$ cat config.mk
export PLATFORM = sky130hd
export DESIGN_NAME = alu_op_sequencer
export DESIGN_NICKNAME = d
export VERILOG_FILES = /design/src/rtl/alu_ctrl_pkg.sv /design/src/rtl/alu_mult_iter.sv /design/src/rtl/alu_op_sequencer.sv
export SDC_FILE = /design/constraint.sdc
export NUM_CORES = 1
export LEC_CHECK = 0
export CORE_MARGIN = 2
export CORE_UTILIZATION = 55
export CTS_BUF_LIST = sky130_fd_sc_hd__clkbuf_8
export DETAILED_ROUTE_END_ITERATION = 10
export PLACE_DENSITY = 0.81
export REMOVE_ABC_BUFFERS = 1
export SLEW_MARGIN = 20
export SYNTH_ARGS = -nofsm -noshare
export SYNTH_HDL_FRONTEND = slang
export SYNTH_SLANG_ARGS = --single-unit
$ cat constraint.sdc
create_clock -name clk -period 6.55 [get_ports clk]
set_input_delay 0.9825 -clock clk [delete_from_list [all_inputs] [get_ports clk]]
set_output_delay 0.9825 -clock clk [all_outputs]
set_load 0.01 [all_outputs]
$ cat src/rtl/alu_ctrl_pkg.sv
// Shared opcodes, FSM state encoding and default widths for the ALU operation sequencer.
package alu_ctrl_pkg;

  localparam int unsigned DATA_W_DFLT = 8;
  localparam int unsigned OP_W        = 3;

  localparam logic [OP_W-1:0] OP_FWD  = 3'b000;
  localparam logic [OP_W-1:0] OP_ADD  = 3'b001;
  localparam logic [OP_W-1:0] OP_AND  = 3'b010;
  localparam logic [OP_W-1:0] OP_OR   = 3'b011;
  localparam logic [OP_W-1:0] OP_MULT = 3'b100;
  localparam logic [OP_W-1:0] OP_SLL  = 3'b101;
  localparam logic [OP_W-1:0] OP_SRL  = 3'b110;
  localparam logic [OP_W-1:0] OP_ILL  = 3'b111;

  typedef enum logic [2:0] {
    ST_IDLE  = 3'd0,
    ST_EXEC  = 3'd1,
    ST_MULT  = 3'd2,
    ST_SHIFT = 3'd3,
    ST_DONE  = 3'd4
  } state_e;

endpackage

$ cat src/rtl/alu_mult_iter.sv
// Iterative shift-add multiplier: one multiplier bit per step, keeps the low DATA_W product bits.
module alu_mult_iter #(
  parameter int unsigned DATA_W = 8
) (
  input  logic              clk,
  input  logic              rst_n,
  input  logic              load,
  input  logic              step,
  input  logic [DATA_W-1:0] a,
  input  logic [DATA_W-1:0] b,
  output logic              done_c,
  output logic [DATA_W-1:0] acc_nxt_c
);

  localparam int unsigned CNT_W = (DATA_W > 1) ? $clog2(DATA_W) : 1;

  logic [DATA_W-1:0] acc_q;
  logic [DATA_W-1:0] mcand_q;
  logic [DATA_W-1:0] mplier_q;
  logic [CNT_W-1:0]  cnt_q;

  // Product bits above DATA_W are never needed, so the multiplicand simply shifts out.
  always_comb begin
    acc_nxt_c = acc_q;
    if (mplier_q[0]) acc_nxt_c = acc_q + mcand_q;
  end

  assign done_c = step && (cnt_q == CNT_W'(DATA_W - 1));

  always_ff @(posedge clk or negedge rst_n) begin
    if (!rst_n) begin
      acc_q    <= '0;
      mcand_q  <= '0;
      mplier_q <= '0;
      cnt_q    <= '0;
    end else if (load) begin
      acc_q    <= '0;
      mcand_q  <= a;
      mplier_q <= b;
      cnt_q    <= '0;
    end else if (step) begin
      acc_q    <= acc_nxt_c;
      mcand_q  <= mcand_q << 1;
      mplier_q <= mplier_q >> 1;
      cnt_q    <= cnt_q + CNT_W'(1);
    end
  end

endmodule

$ cat src/rtl/alu_op_sequencer.sv
// Multi-cycle controller in front of the 8-bit ALU: accepts one op per start handshake,
// sequences MULT and bit-serial shifts, and returns result with a one-cycle done pulse.
module alu_op_sequencer
  import alu_ctrl_pkg::*;
#(
  parameter int unsigned DATA_W  = DATA_W_DFLT,
  parameter int unsigned SHAMT_W = $clog2(DATA_W)
) (
  input  logic              clk,
  input  logic              reset,
  input  logic              start,
  input  logic [OP_W-1:0]   aluop,
  input  logic [DATA_W-1:0] data1,
  input  logic [DATA_W-1:0] data2,
  output logic [OP_W-1:0]   sel,
  output logic              busy,
  output logic              done,
  output logic [DATA_W-1:0] result,
  output logic              err
);

  state_e state_q, state_d, target_c;

  logic [DATA_W-1:0]  d1_q, d2_q;
  logic [SHAMT_W-1:0] cnt_q;

  logic              accept_c;
  logic              amt_zero_c, amt_ovf_c;
  logic              mult_load_c, mult_step_c, mult_done_c;
  logic              shift_load_c, shift_step_c;
  logic              finish_c, err_set_c;
  logic [DATA_W-1:0] mult_acc_nxt_c;
  logic [DATA_W-1:0] exec_res_c, shift_nxt_c, res_c;

  assign accept_c   = start && ((state_q == ST_IDLE) || (state_q == ST_DONE));
  assign amt_zero_c = (data2 == '0);
  assign amt_ovf_c  = (data2 >= DATA_W'(DATA_W));

  always_ff @(posedge clk or negedge reset) begin
    if (!reset) state_q <= ST_IDLE;
    else        state_q <= state_d;
  end

  // Zero and out-of-range shift amounts resolve in one cycle on the EXEC path.
  always_comb begin
    target_c = ST_EXEC;
    if (aluop == OP_MULT) begin
      target_c = ST_MULT;
    end else if ((aluop == OP_SLL || aluop == OP_SRL) && !amt_zero_c && !amt_ovf_c) begin
      target_c = ST_SHIFT;
    end

    state_d = state_q;
    unique case (state_q)
      ST_IDLE:  if (start) state_d = target_c;
      ST_EXEC:  state_d = ST_DONE;
      ST_MULT:  if (mult_done_c) state_d = ST_DONE;
      ST_SHIFT: if (cnt_q == SHAMT_W'(1)) state_d = ST_DONE;
      ST_DONE:  state_d = start ? target_c : ST_IDLE;
      default:  state_d = ST_IDLE;
    endcase
  end

  always_comb begin
    mult_load_c  = accept_c && (aluop == OP_MULT);
    mult_step_c  = (state_q == ST_MULT);
    shift_load_c = accept_c && (target_c == ST_SHIFT);
    shift_step_c = (state_q == ST_SHIFT);
    finish_c     = (state_d == ST_DONE) && (state_q != ST_DONE);
    err_set_c    = (state_q == ST_EXEC) && (sel == OP_ILL);

    exec_res_c = '0;
    unique case (sel)
      OP_FWD:         exec_res_c = d2_q;
      OP_ADD:         exec_res_c = d1_q + d2_q;
      OP_AND:         exec_res_c = d1_q & d2_q;
      OP_OR:          exec_res_c = d1_q | d2_q;
      OP_SLL, OP_SRL: exec_res_c = (d2_q == '0) ? d1_q : '0;
      default:        exec_res_c = '0;
    endcase

    shift_nxt_c = (sel == OP_SLL) ? (d1_q << 1) : (d1_q >> 1);

    res_c = exec_res_c;
    unique case (state_q)
      ST_MULT:  res_c = mult_acc_nxt_c;
      ST_SHIFT: res_c = shift_nxt_c;
      default:  res_c = exec_res_c;
    endcase
  end

  // d1_q doubles as the shift register while in SHIFT.
  always_ff @(posedge clk or negedge reset) begin
    if (!reset) begin
      sel    <= '0;
      busy   <= 1'b0;
      done   <= 1'b0;
      result <= '0;
      err    <= 1'b0;
      d1_q   <= '0;
      d2_q   <= '0;
      cnt_q  <= '0;
    end else begin
      busy <= (state_d == ST_EXEC) || (state_d == ST_MULT) || (state_d == ST_SHIFT);
      done <= (state_d == ST_DONE);
      if (accept_c) begin
        sel  <= aluop;
        d1_q <= data1;
        d2_q <= data2;
        err  <= 1'b0;
      end else if (shift_step_c) begin
        d1_q <= shift_nxt_c;
      end
      if (shift_load_c) begin
        cnt_q <= data2[SHAMT_W-1:0];
      end else if (shift_step_c) begin
        cnt_q <= cnt_q - SHAMT_W'(1);
      end
      if (finish_c)  result <= res_c;
      if (err_set_c) err    <= 1'b1;
    end
  end

  alu_mult_iter #(
    .DATA_W (DATA_W)
  ) u_mult (
    .clk       (clk),
    .rst_n     (reset),
    .load      (mult_load_c),
    .step      (mult_step_c),
    .a         (data1),
    .b         (data2),
    .done_c    (mult_done_c),
    .acc_nxt_c (mult_acc_nxt_c)
  );

endmodule

==> reports/results.txt <==
Setup crit end kind -> flop
Post-synth EDFFs -> 0
DP Area -> 0.00442 mm²
mean cell area of the mapped netlist -> 8.74 µm²
HP Start -> u_mult.mplier_q[6]$_DFFE_PN0P_
Total Wirelength -> 10,600 µm
Die Width -> 89.7 µm
Clk Latency, worst-skew pair -> 0.35 ns
power consumption -> 2.47 mW
clk slew on worst S/H paths -> 0.08 ns
final hold slack -> 0.487 ns
H-tree Lvls -> 3
Cells after Synth -> 462
MaxCap Viol Count -> 0
DR pass1 iterations -> 5
Yosys warning count -> 0
fin cells -> 593
leakage -> 2.09 nW
via count -> 3,620
first-pass GRT wire length -> 17,200 µm
buffers and inverters on the worst path -> 1
largest net degree at the start of global routing -> 64
initial antenna violation count -> 0
hold_buf cts -> 0
worst reg2reg setup slack -> 4.05 ns
Synth cell types -> 58
Synth async-reset ratio -> 100%
Die Y -> 89.7 µm
P&R area growth vs syn -> 14.7%
post-layout minimum cycle time -> 3.01 ns
Hold/Removal Path Class -> reg2reg
worst slew pin tran -> 0.954 ns
most frequent cells in the layout -> nand2_1 (73), dfrtp_1 (63), nor2_1 (47)
reg2reg start -> d2_q[0]$_DFFE_PN0P_
DPL Wire Length -> 7620 µm
total grt overflow -> 0
placed cell count -> 577
Synth Flop Type -> dfrtp_1
worst-path maximum fanout -> 40
ANT cells -> 0
vias per cell -> 6.10
CTS Buf Count -> 9
clock sinks -> 63
Final Cycle Share -> 46.0%
I/O Buffers -> 35
GRT Util Overall -> 28.5%
DRC -> 0
Std-Cell Rows -> 31
Worst setup SP type -> primary input
VDD IR-drop max -> 0.327 mV
core area -> 0.00718 mm²
# setup viols final -> 0
CP max stage delay -> 0.76 ns
DR WL/cell -> 17.9 µm
vias in the first global route -> 3,408
die footprint -> 0.00804 mm²
CTS tree -> yes
Worst Skew -> 0.00758 ns
Top delay family on crit path -> simple AND/OR/NAND/NOR gates
cell repeated most along the worst path -> nand2_1
Final Max Tran Viols -> 0
final net count -> 540
final hold violations -> 0
DRT antenna net count -> 0
outcome -> completed
Top Ports -> 36
Slowest-stage cell, CP -> and3_1
worst-path cell chain -> clkdlybuf4s50_1 -> and2_2 -> and3_1 -> nor2_1 -> nand2_1 -> nand2_1
max_slew headroom -> 35.8%
worst hold endpoint -> u_mult.mplier_q[6]$_DFFE_PN0P_
gp weighted congestion -> 0.905
power per cell area -> 533 mW/mm²
Root Buffer Master -> clkbuf_8
commonest non-fill, non-tap cell in the layout -> nand2_1
Data arrival, critical path -> 3.25 ns
Reg2Reg Depth -> 6
Crit path required time -> 6.78 ns
Netlist Area Pre-Place -> 0.00404 mm²
Finished Cell Area -> 0.00463 mm²
Crit Path Category -> in2reg
setup_tns -> 0 ns
setup bufs post-CTS -> 0
Max Freq -> 332 MHz
RSZ-0062 raised after global routing -> no
Worst Hold Depth -> 2
post-synthesis register bit count -> 63
Initial Util -> 56.3%
Starting DRT DRC Count -> 208
FF-to-FF End -> result[1]$_DFFE_PN0P_
sequential cell area fraction in the yosys report -> 39.0%
fillers -> 612
layout cells sized above 1 -> 7.49%
Max Buffers Root-to-Sink -> 2
Post-CTS Resized -> 0
-- state kept, by name, indices dropped and copies added (netlist names), 8 cells and up --
name / cells
d1_q: 8
d2_q: 8
result: 8
u_mult.acc_q: 8
u_mult.mcand_q: 8
u_mult.mplier_q: 8
-- cells by family (layout without fill, tap and decap cells) --
kind of cell	count (synthesis)	in the layout	synth area share, %
xor+xnor	10	10	2.17
flops	63	63	39.0
compound gates	132	132	20.9
buf+inv	48	80	5.14
fa+ha+maj	29	29	9.36
simple gates	162	162	17.9
mux	18	18	5.45
-- through the flow --
stage                     setup WS, ns  util, %
after floorplan                   3.83        -
after global placement            2.88     61.5
after detailed placement          2.82     61.5
after global routing              3.36     64.5
final                             3.54     64.5
after CTS                         3.18     64.5
-- per-layer routing --
layer / GRT usage, % / part of all wire (%)
met1: 38.6 / 42
met2: 45.7 / 48
met3: 6.58 / 7.3
met4: 9.09 / 2.3
met5: 0 / 0
-- how the worst max path moves through the flow --
stage / cells past startpoint / endpoint / startpoint
floorplan: 5 / u_mult.mcand_q[5]$_DFFE_PN0P_ / start
global placement: 6 / u_mult.mcand_q[6]$_DFFE_PN0P_ / start
detailed placement: 6 / u_mult.mplier_q[4]$_DFFE_PN0P_ / start
CTS: 6 / u_mult.mplier_q[2]$_DFFE_PN0P_ / start
global route: 6 / u_mult.mplier_q[4]$_DFFE_PN0P_ / start
finish: 6 / u_mult.mplier_q[5]$_DFFE_PN0P_ / start
-- layout make-up --
class | count | area [µm²] | area share [%]
clock inverter | 7 | 88.8 | 1.92
multi-input combinational | 351 | 2250 | 48.7
timing repair buffer | 37 | 360 | 7.78
tap | 99 | 124 | 2.68
sequential | 63 | 1580 | 34.1
clock buffer | 9 | 124 | 2.68
inverter | 27 | 101 | 2.19
-- power breakdown --
group | internal [mW] | switching (mW)
clock network | 0.211 | 0.159
logic | 0.584 | 0.714
registers | 0.574 | 0.224
total | 1.37 | 1.10
-- cell usage after synthesis (2+ instances only) --
cell type | n | share of area (%)
a22oi_1 | 8 | 1.5
a31oi_1 | 10 | 1.5
a21o_1 | 6 | 1.1
nor2b_1 | 2 | 0.31
nor2_1 | 47 | 4.4
nand3b_1 | 3 | 0.56
nand2_1 | 73 | 6.8
mux2i_1 | 13 | 3.2
o21bai_1 | 3 | 0.56
xnor2_1 | 7 | 1.5
o22ai_1 | 5 | 0.77
nor4_1 | 3 | 0.46
a21oi_1 | 32 | 4.0
a22o_2 | 5 | 1.2
ha_1 | 27 | 8.4
buf_6 | 2 | 0.56
o211ai_1 | 3 | 0.56
nand2b_1 | 4 | 0.62
buf_2 | 4 | 0.50
nand3_1 | 7 | 0.87
xor2_1 | 3 | 0.65
o21ai_0 | 34 | 4.2
dfrtp_1 | 63 | 39
mux4_2 | 3 | 1.7
fa_1 | 2 | 0.99
or3_1 | 3 | 0.46
and2_1 | 3 | 0.46
clkbuf_1 | 12 | 1.1
a211oi_1 | 12 | 2.2
nor3_1 | 7 | 0.87
a221oi_1 | 2 | 0.43
mux2_2 | 2 | 0.56
and3_1 | 2 | 0.31
inv_1 | 26 | 2.4
-- worst reg2reg max path: cells and delay by family, from the launching register on --
kind / cells / cell delay (ns)
flops: 1 / 0.43
fa+ha+maj: 2 / 0.70
compound gates: 3 / 0.77
mux: 1 / 0.46
(Power assumes the default switching activity.)
